<file path="config.mk">
export PLATFORM = sky130hd
export DESIGN_NAME = pipe_mdu_ctrl
export DESIGN_NICKNAME = d
export VERILOG_FILES = /design/src/rtl/pipe_mdu_pkg.sv /design/src/rtl/pipe_mdu_step.sv /design/src/rtl/pipe_mdu_ctrl.sv
export SDC_FILE = /design/constraint.sdc
export NUM_CORES = 1
export LEC_CHECK = 0
export ABC_AREA = 0
export BUFFER_PORTS_ARGS = -buffer_cell sky130_fd_sc_hd__buf_2
export CAP_MARGIN = 15
export CELL_PAD_IN_SITES_DETAIL_PLACEMENT = 0
export CELL_PAD_IN_SITES_GLOBAL_PLACEMENT = 2
export CORE_UTILIZATION = 33
export CTS_CLUSTER_SIZE = 20
export DETAILED_ROUTE_END_ITERATION = 7
export PLACE_DENSITY = 0.74
export SYNTH_ARGS = -nofsm -noshare
export SYNTH_HDL_FRONTEND = slang
export SYNTH_HIERARCHICAL = 1
export SYNTH_SLANG_ARGS = --single-unit
</file>
<file path="constraint.sdc">
create_clock -name clock -period 4.7 [get_ports clock]
set_input_delay 0.94 -clock clock [delete_from_list [all_inputs] [get_ports clock]]
set_output_delay 0.94 -clock clock [all_outputs]
set_load 0.03 [all_outputs]
</file>
<file path="src/rtl/pipe_mdu_pkg.sv">
`default_nettype none
// ============================================================================
// Module      : pipe_mdu_pkg
// Description : Shared types and constants for the iterative mul/div unit.
// Revision    : 1.0 - initial release
// ============================================================================
package pipe_mdu_pkg;

  localparam int MDU_WIDTH = 32;
  localparam int MDU_CNT_W = $clog2(MDU_WIDTH);

  localparam logic MDU_MUL = 1'b0;
  localparam logic MDU_DIV = 1'b1;

  typedef enum logic [1:0] {
    IDLE = 2'd0,
    CALC = 2'd1,
    SIGN = 2'd2
  } mdu_state_e;

  // Iteration counter width; never narrower than one bit.
  function automatic int mdu_cnt_w(input int w);
    return (w > 1) ? $clog2(w) : 1;
  endfunction

endpackage
`default_nettype wire

</file>
<file path="src/rtl/pipe_mdu_step.sv">
`default_nettype none
// ============================================================================
// Module      : pipe_mdu_step
// Description : One combinational iteration of the unsigned magnitude datapath.
//               mul: MSB-first shift-add (Horner), so the multiplicand never
//                    has to move; only the low WIDTH bits are kept.
//               div: restoring step on remainder:quotient.
// Revision    : 1.0 - initial release
// ============================================================================
module pipe_mdu_step
  import pipe_mdu_pkg::*;
#(
  parameter int WIDTH = MDU_WIDTH
) (
  input  logic             op,
  input  logic [WIDTH-1:0] acc,      // mul accumulator / div remainder
  input  logic [WIDTH-1:0] opnd,     // mul multiplicand / div divisor
  input  logic [WIDTH-1:0] shr,      // mul multiplier / div dividend->quotient
  output logic [WIDTH-1:0] acc_nxt,
  output logic [WIDTH-1:0] shr_nxt
);

  // The extra bit holds the borrow of the trial subtraction.
  logic [WIDTH:0] rem_shift;
  logic [WIDTH:0] trial;

  // Single iteration of either algorithm, selected by op.
  always_comb begin
    acc_nxt   = acc;
    shr_nxt   = shr;
    rem_shift = '0;
    trial     = '0;
    if (op == MDU_MUL) begin
      acc_nxt = {acc[WIDTH-2:0], 1'b0} + (shr[WIDTH-1] ? opnd : '0);
      shr_nxt = {shr[WIDTH-2:0], 1'b0};
    end else begin
      rem_shift = {acc, shr[WIDTH-1]};
      trial     = rem_shift - {1'b0, opnd};
      shr_nxt   = {shr[WIDTH-2:0], ~trial[WIDTH]};
      acc_nxt   = trial[WIDTH] ? rem_shift[WIDTH-1:0] : trial[WIDTH-1:0];
    end
  end

endmodule
`default_nettype wire

</file>
<file path="src/rtl/pipe_mdu_ctrl.sv">
`default_nettype none
// ============================================================================
// Module      : pipe_mdu_ctrl
// Description : Sequencer for the iterative signed mul/div unit. Accepts one
//               request from EX, stalls the pipe while busy, and returns the
//               result with its destination register as a one-cycle pulse.
// Revision    : 1.0 - initial release
// ============================================================================
module pipe_mdu_ctrl
  import pipe_mdu_pkg::*;
#(
  parameter int WIDTH = MDU_WIDTH,
  parameter int RN_W  = 5
) (
  input  logic             clock,
  input  logic             reset,
  input  logic             start,
  input  logic             op,
  input  logic [WIDTH-1:0] a,
  input  logic [WIDTH-1:0] b,
  input  logic [RN_W-1:0]  rdn,
  output logic             busy,
  output logic             stall,
  output logic             done,
  output logic [WIDTH-1:0] result,
  output logic [RN_W-1:0]  wrn,
  output logic             dz
);

  localparam int CNT_W = mdu_cnt_w(WIDTH);

  mdu_state_e       state_q,  state_d;
  logic             op_q,     op_d;
  logic             sign_q,   sign_d;
  logic [WIDTH-1:0] acc_q,    acc_d;
  logic [WIDTH-1:0] opnd_q,   opnd_d;
  logic [WIDTH-1:0] shr_q,    shr_d;
  logic [CNT_W-1:0] cnt_q,    cnt_d;
  logic [RN_W-1:0]  rdn_q,    rdn_d;
  logic [WIDTH-1:0] result_q, result_d;
  logic [RN_W-1:0]  wrn_q,    wrn_d;
  logic             done_q,   done_d;
  logic             dz_q,     dz_d;

  logic [WIDTH-1:0] a_mag;
  logic [WIDTH-1:0] b_mag;
  logic [WIDTH-1:0] mag;
  logic [WIDTH-1:0] step_acc;
  logic [WIDTH-1:0] step_shr;

  // INT_MIN negates to itself, which is its correct unsigned magnitude.
  assign a_mag = a[WIDTH-1] ? (-a) : a;
  assign b_mag = b[WIDTH-1] ? (-b) : b;
  assign mag   = (op_q == MDU_DIV) ? shr_q : acc_q;

  pipe_mdu_step #(
    .WIDTH (WIDTH)
  ) u_step (
    .op      (op_q),
    .acc     (acc_q),
    .opnd    (opnd_q),
    .shr     (shr_q),
    .acc_nxt (step_acc),
    .shr_nxt (step_shr)
  );

  // Next-state and datapath-load logic for IDLE -> CALC -> SIGN.
  always_comb begin
    state_d  = state_q;
    op_d     = op_q;
    sign_d   = sign_q;
    acc_d    = acc_q;
    opnd_d   = opnd_q;
    shr_d    = shr_q;
    cnt_d    = cnt_q;
    rdn_d    = rdn_q;
    result_d = result_q;
    wrn_d    = wrn_q;
    done_d   = 1'b0;
    dz_d     = dz_q;
    case (state_q)
      IDLE: begin
        if (start) begin
          op_d   = op;
          rdn_d  = rdn;
          sign_d = a[WIDTH-1] ^ b[WIDTH-1];
          dz_d   = 1'b0;
          cnt_d  = CNT_W'(WIDTH - 1);
          acc_d  = '0;
          if (op == MDU_DIV) begin
            opnd_d = b_mag;
            shr_d  = a_mag;
          end else begin
            opnd_d = a_mag;
            shr_d  = b_mag;
          end
          // Division by zero skips the iterations entirely.
          if ((op == MDU_DIV) && (b == '0)) begin
            dz_d    = 1'b1;
            state_d = SIGN;
          end else begin
            state_d = CALC;
          end
        end
      end
      CALC: begin
        acc_d = step_acc;
        shr_d = step_shr;
        cnt_d = cnt_q - CNT_W'(1);
        if (cnt_q == '0) begin
          state_d = SIGN;
        end
      end
      SIGN: begin
        done_d   = 1'b1;
        wrn_d    = rdn_q;
        result_d = dz_q ? '1 : (sign_q ? (-mag) : mag);
        state_d  = IDLE;
      end
      default: begin
        state_d = IDLE;
      end
    endcase
  end

  // All state and output registers; reset aborts any operation in flight.
  always_ff @(posedge clock or posedge reset) begin
    if (reset) begin
      state_q  <= IDLE;
      op_q     <= 1'b0;
      sign_q   <= 1'b0;
      acc_q    <= '0;
      opnd_q   <= '0;
      shr_q    <= '0;
      cnt_q    <= '0;
      rdn_q    <= '0;
      result_q <= '0;
      wrn_q    <= '0;
      done_q   <= 1'b0;
      dz_q     <= 1'b0;
    end else begin
      state_q  <= state_d;
      op_q     <= op_d;
      sign_q   <= sign_d;
      acc_q    <= acc_d;
      opnd_q   <= opnd_d;
      shr_q    <= shr_d;
      cnt_q    <= cnt_d;
      rdn_q    <= rdn_d;
      result_q <= result_d;
      wrn_q    <= wrn_d;
      done_q   <= done_d;
      dz_q     <= dz_d;
    end
  end

  assign busy   = (state_q != IDLE);
  assign stall  = start & busy;
  assign done   = done_q;
  assign result = result_q;
  assign wrn    = wrn_q;
  assign dz     = dz_q;

endmodule
`default_nettype wire

</file>
==> impl_metrics.env <==
export IMPL_areaGrowthSynthToFinish_pct=11.2
export IMPL_period_share_pct=84.7
export IMPL_synth_seq_cells=149
export IMPL_cp_startpoint="shr_q[31]"
export IMPL_synth_edff_count=0
export IMPL_clock_path_buffers=2
export IMPL_min_period_ns=3.98
export IMPL_synth_area_per_cell_um2=8.04
export IMPL_path_max_fanout=14
export IMPL_r2r_slack_ns=0.72
export IMPL_root_buffer="clkbuf_16"
export IMPL_skew_ns=0.0141
export IMPL_crit_type="reg2reg"
export IMPL_holdCritStartpoint="rdn_q[4]"
export IMPL_portBuffers=113
export IMPL_cts_made_buffers=17
export IMPL_synth_simple_area_share_pct=20.3
export IMPL_synth_compound_area_share_pct=24.3
export IMPL_yosysWarnings=6
export IMPL_ios=114
export IMPL_clk_insertion_delay_late_ns=0.47
export IMPL_drc=0
export IMPL_vias_per_cell=5.58
export IMPL_maxCapViolCount=0
export IMPL_reg2reg_to="acc_q[1]"
export IMPL_worstPathCellList="inv_1, ha_1, fa_1, nand2b_1, a21o_1, a21oi_2, o211ai_2, o31a_2, xnor2_4, buf_4, mux2_2, a21oi_1, nand2_1, o21ai_0"
export IMPL_ys_types=88
export IMPL_crit_arrival_ns=4.37
export IMPL_diodes=0
export IMPL_power_mw=12.5
export IMPL_clk_pin_slew_worst_paths_ns=0.07
export IMPL_synth_fp_nets=1808
export IMPL_htree_levels=4
export IMPL_critPathRequiredTime_ns=5.09
export IMPL_worstMarginPinSlew_ns=1.05
export IMPL_synthCells=1666
export IMPL_critPathTopFamily="compound AO/OA/AOI/OAI gates"
export IMPL_holdPathStages=2
export IMPL_cts_hold_buf=0
export IMPL_drt_wirelength_per_cell_um=21.2
export IMPL_final_cell_mix="nand2_1, dfrtp_1, o21ai_0, a21oi_1, nor2_1"
export IMPL_drtAntennaViolNets=0
export IMPL_synth_fa_ha_area_share_pct=6.56
export IMPL_cts_resized=0
export IMPL_finalSetupTns_ns=0
export IMPL_slowest_delay_ns=0.50
export IMPL_hold_viol=0
export IMPL_max_vdd_ir_drop_uv=328
export IMPL_syn_area_um2=13400
export IMPL_grt_max_degree=95
export IMPL_cts_sinks=149
export IMPL_fmax_mhz=251
export IMPL_drv_slew=0
export IMPL_grt_pass1_wl_um=73500
export IMPL_die_area_um2=41400
export IMPL_rr_startpoint="shr_q[31]"
export IMPL_slowest_stage="xnor2_4"
export IMPL_dpl_cell_count=2213
export IMPL_fin_util_pct=37.3
export IMPL_synth_seq_area_share_pct=27.8
export IMPL_synth_top_family_by_area="compound AO/OA/AOI/OAI gates"
export IMPL_setup_viol=0
export IMPL_status="completed"
export IMPL_grt_use_total_pct=23.3
export IMPL_drt_pass1_iterations=6
export IMPL_gp_congestion=0.895
export IMPL_rsz0062_at_grt="no"
export IMPL_layout_commonest_cell="nand2_1"
export IMPL_leakage_nw=6.64
export IMPL_end_kind="register"
export IMPL_hpwlAfterDp_um=37400
export IMPL_die_x_um=203
export IMPL_grt_ovfl_total=0
export IMPL_power_density_nw_per_um2=840
export IMPL_ys_async_sr_fraction_pct=100
export IMPL_cts_tree="done"
export IMPL_maxSlewHeadroom_pct=29.7
export IMPL_grt_antenna_before_repair=1
export IMPL_synth_top_flop_cell="dfrtp_1"
export IMPL_final_nets=1849
export IMPL_initial_utilization_pct=33.6
export IMPL_grt_pass1_vias=11806
export IMPL_placementRows=73
export IMPL_cts_setup_buffers=0
export IMPL_drive_gt1_share_pct=14.3
export IMPL_drtIter0Drc=944
export IMPL_muxShareOfSynthArea_pct=5.33
export IMPL_core_area_um2=39900
export IMPL_crit_buf_inv=2
export IMPL_synth_xor_area_share_pct=9.62
export IMPL_die_y_um=203
export IMPL_hold_end="wrn[4]"
export IMPL_layout_cells_non_filler=2244
export IMPL_dr_total_vias=12511
export IMPL_worstHoldPathType="reg2reg"
export IMPL_crit_path_start_kind="register"
export IMPL_totalWireLength_um=47600
export IMPL_worstRegToRegCells=14
==> layout make-up <==
| cell class | count | area [µm²] |
|---|---|---|
| fill | 4208 | 25000 |
| multi-input combinational | 1343 | 8870 |
| sequential | 149 | 3730 |
| timing repair buffer | 145 | 831 |
| tap | 525 | 657 |
| clock buffer | 21 | 460 |
| inverter | 51 | 195 |
| clock inverter | 10 | 144 |
==> per-layer routing <==
| metal | share of wire [%] | GRT usage [%] | up-vias |
|---|---|---|---|
| met5 | 0 | 0 | - |
| met4 | 1.1 | 5.48 | 0 |
| met3 | 3.9 | 2.14 | 35 |
| met2 | 45 | 36.6 | 318 |
| met1 | 50 | 34.3 | 6068 |
| li1 | - | - | 6090 |
==> flip-flops by register name, indices dropped and copies added, names as in the netlist <==
register  count
acc_q        32
sign_q        1
cnt_q         5
wrn           5
dz            1
shr_q        32
result       32
state_q       2
done          1
op_q          1
rdn_q         5
opnd_q       32
==> cells by family (layout without fill, tap and decap cells) <==
group / Yosys count / after routing
AOI/OAI and AO/OA: 498 / 498
xor gates and xnor gates: 145 / 145
adders and majority gates: 69 / 69
buffers and inverters: 174 / 227
DFF: 149 / 149
muxes: 70 / 70
and+or+nand+nor: 561 / 561
==> cell usage after synthesis, drive strengths merged (8+ instances only) <==
library cell	number	area share, %
nand2	219	6.1
dfrtp	149	28
o21ai	145	5.4
a21oi	139	5.3
nor2	128	3.6
xor2	78	5.1
clkbuf	70	2.0
ha	67	6.3
xnor2	67	4.5
mux2i	59	4.4
buf	53	2.6
inv	50	1.4
a21o	32	1.8
o221ai	29	2.0
and3	27	1.3
nor3	27	1.0
o211ai	23	1.3
nand3	22	0.82
or3	21	1.2
o41ai	20	1.6
a31oi	19	1.0
nand2b	19	0.89
o31ai	17	1.3
or2	15	0.70
nor2b	14	0.65
nor4	12	0.61
a211oi	11	0.62
mux2	11	0.92
or4	10	0.59
nand4	9	0.47
nor3b	8	0.49
o22ai	8	0.37
or3b	8	0.52
==> worst max path at each step <==
stage / to / slack (ns) / cells after the start
after floorplan: result[20] / 1.21 / 14
after global placement: acc_q[1] / 0.81 / 14
after detailed placement: acc_q[1] / 0.72 / 14
after CTS: acc_q[1] / 0.68 / 14
after global routing: acc_q[1] / 0.50 / 14
final: acc_q[1] / 0.72 / 14
==> worst register-to-register path, delay by kind of cell (launching register included) <==
| family | cells | cell delay (ns) |
|---|---|---|
| multiplexers | 1 | 0.37 |
| flip-flops | 1 | 0.35 |
| AND/OR/NAND/NOR | 2 | 0.29 |
| XOR/XNOR | 1 | 0.50 |
| AO/OA/AOI/OAI | 6 | 1.18 |
| adder cells (fa/ha/maj) | 2 | 0.67 |
| buffers and inverters | 2 | 0.55 |
==> through the flow <==
| stage | worst slack [ns] | hold WS (ns) | area (µm²) |
|---|---|---|---|
| global placement | 0.814 | 0.450 | 14300 |
| detailed placement | 0.716 | 0.454 | 14300 |
| global route | 0.503 | 0.499 | 14900 |
| floorplan | 1.21 | 0.439 | 13400 |
| CTS | 0.682 | 0.470 | 14900 |
| finish | 0.720 | 0.469 | 14900 |
==> where the power goes <==
| part | switching (mW) | internal, mW |
|---|---|---|
| registers | 0.820 | 1.81 |
| logic | 5.08 | 3.33 |
| clock network | 0.601 | 0.864 |
Power figures use the tool's default switching activity.
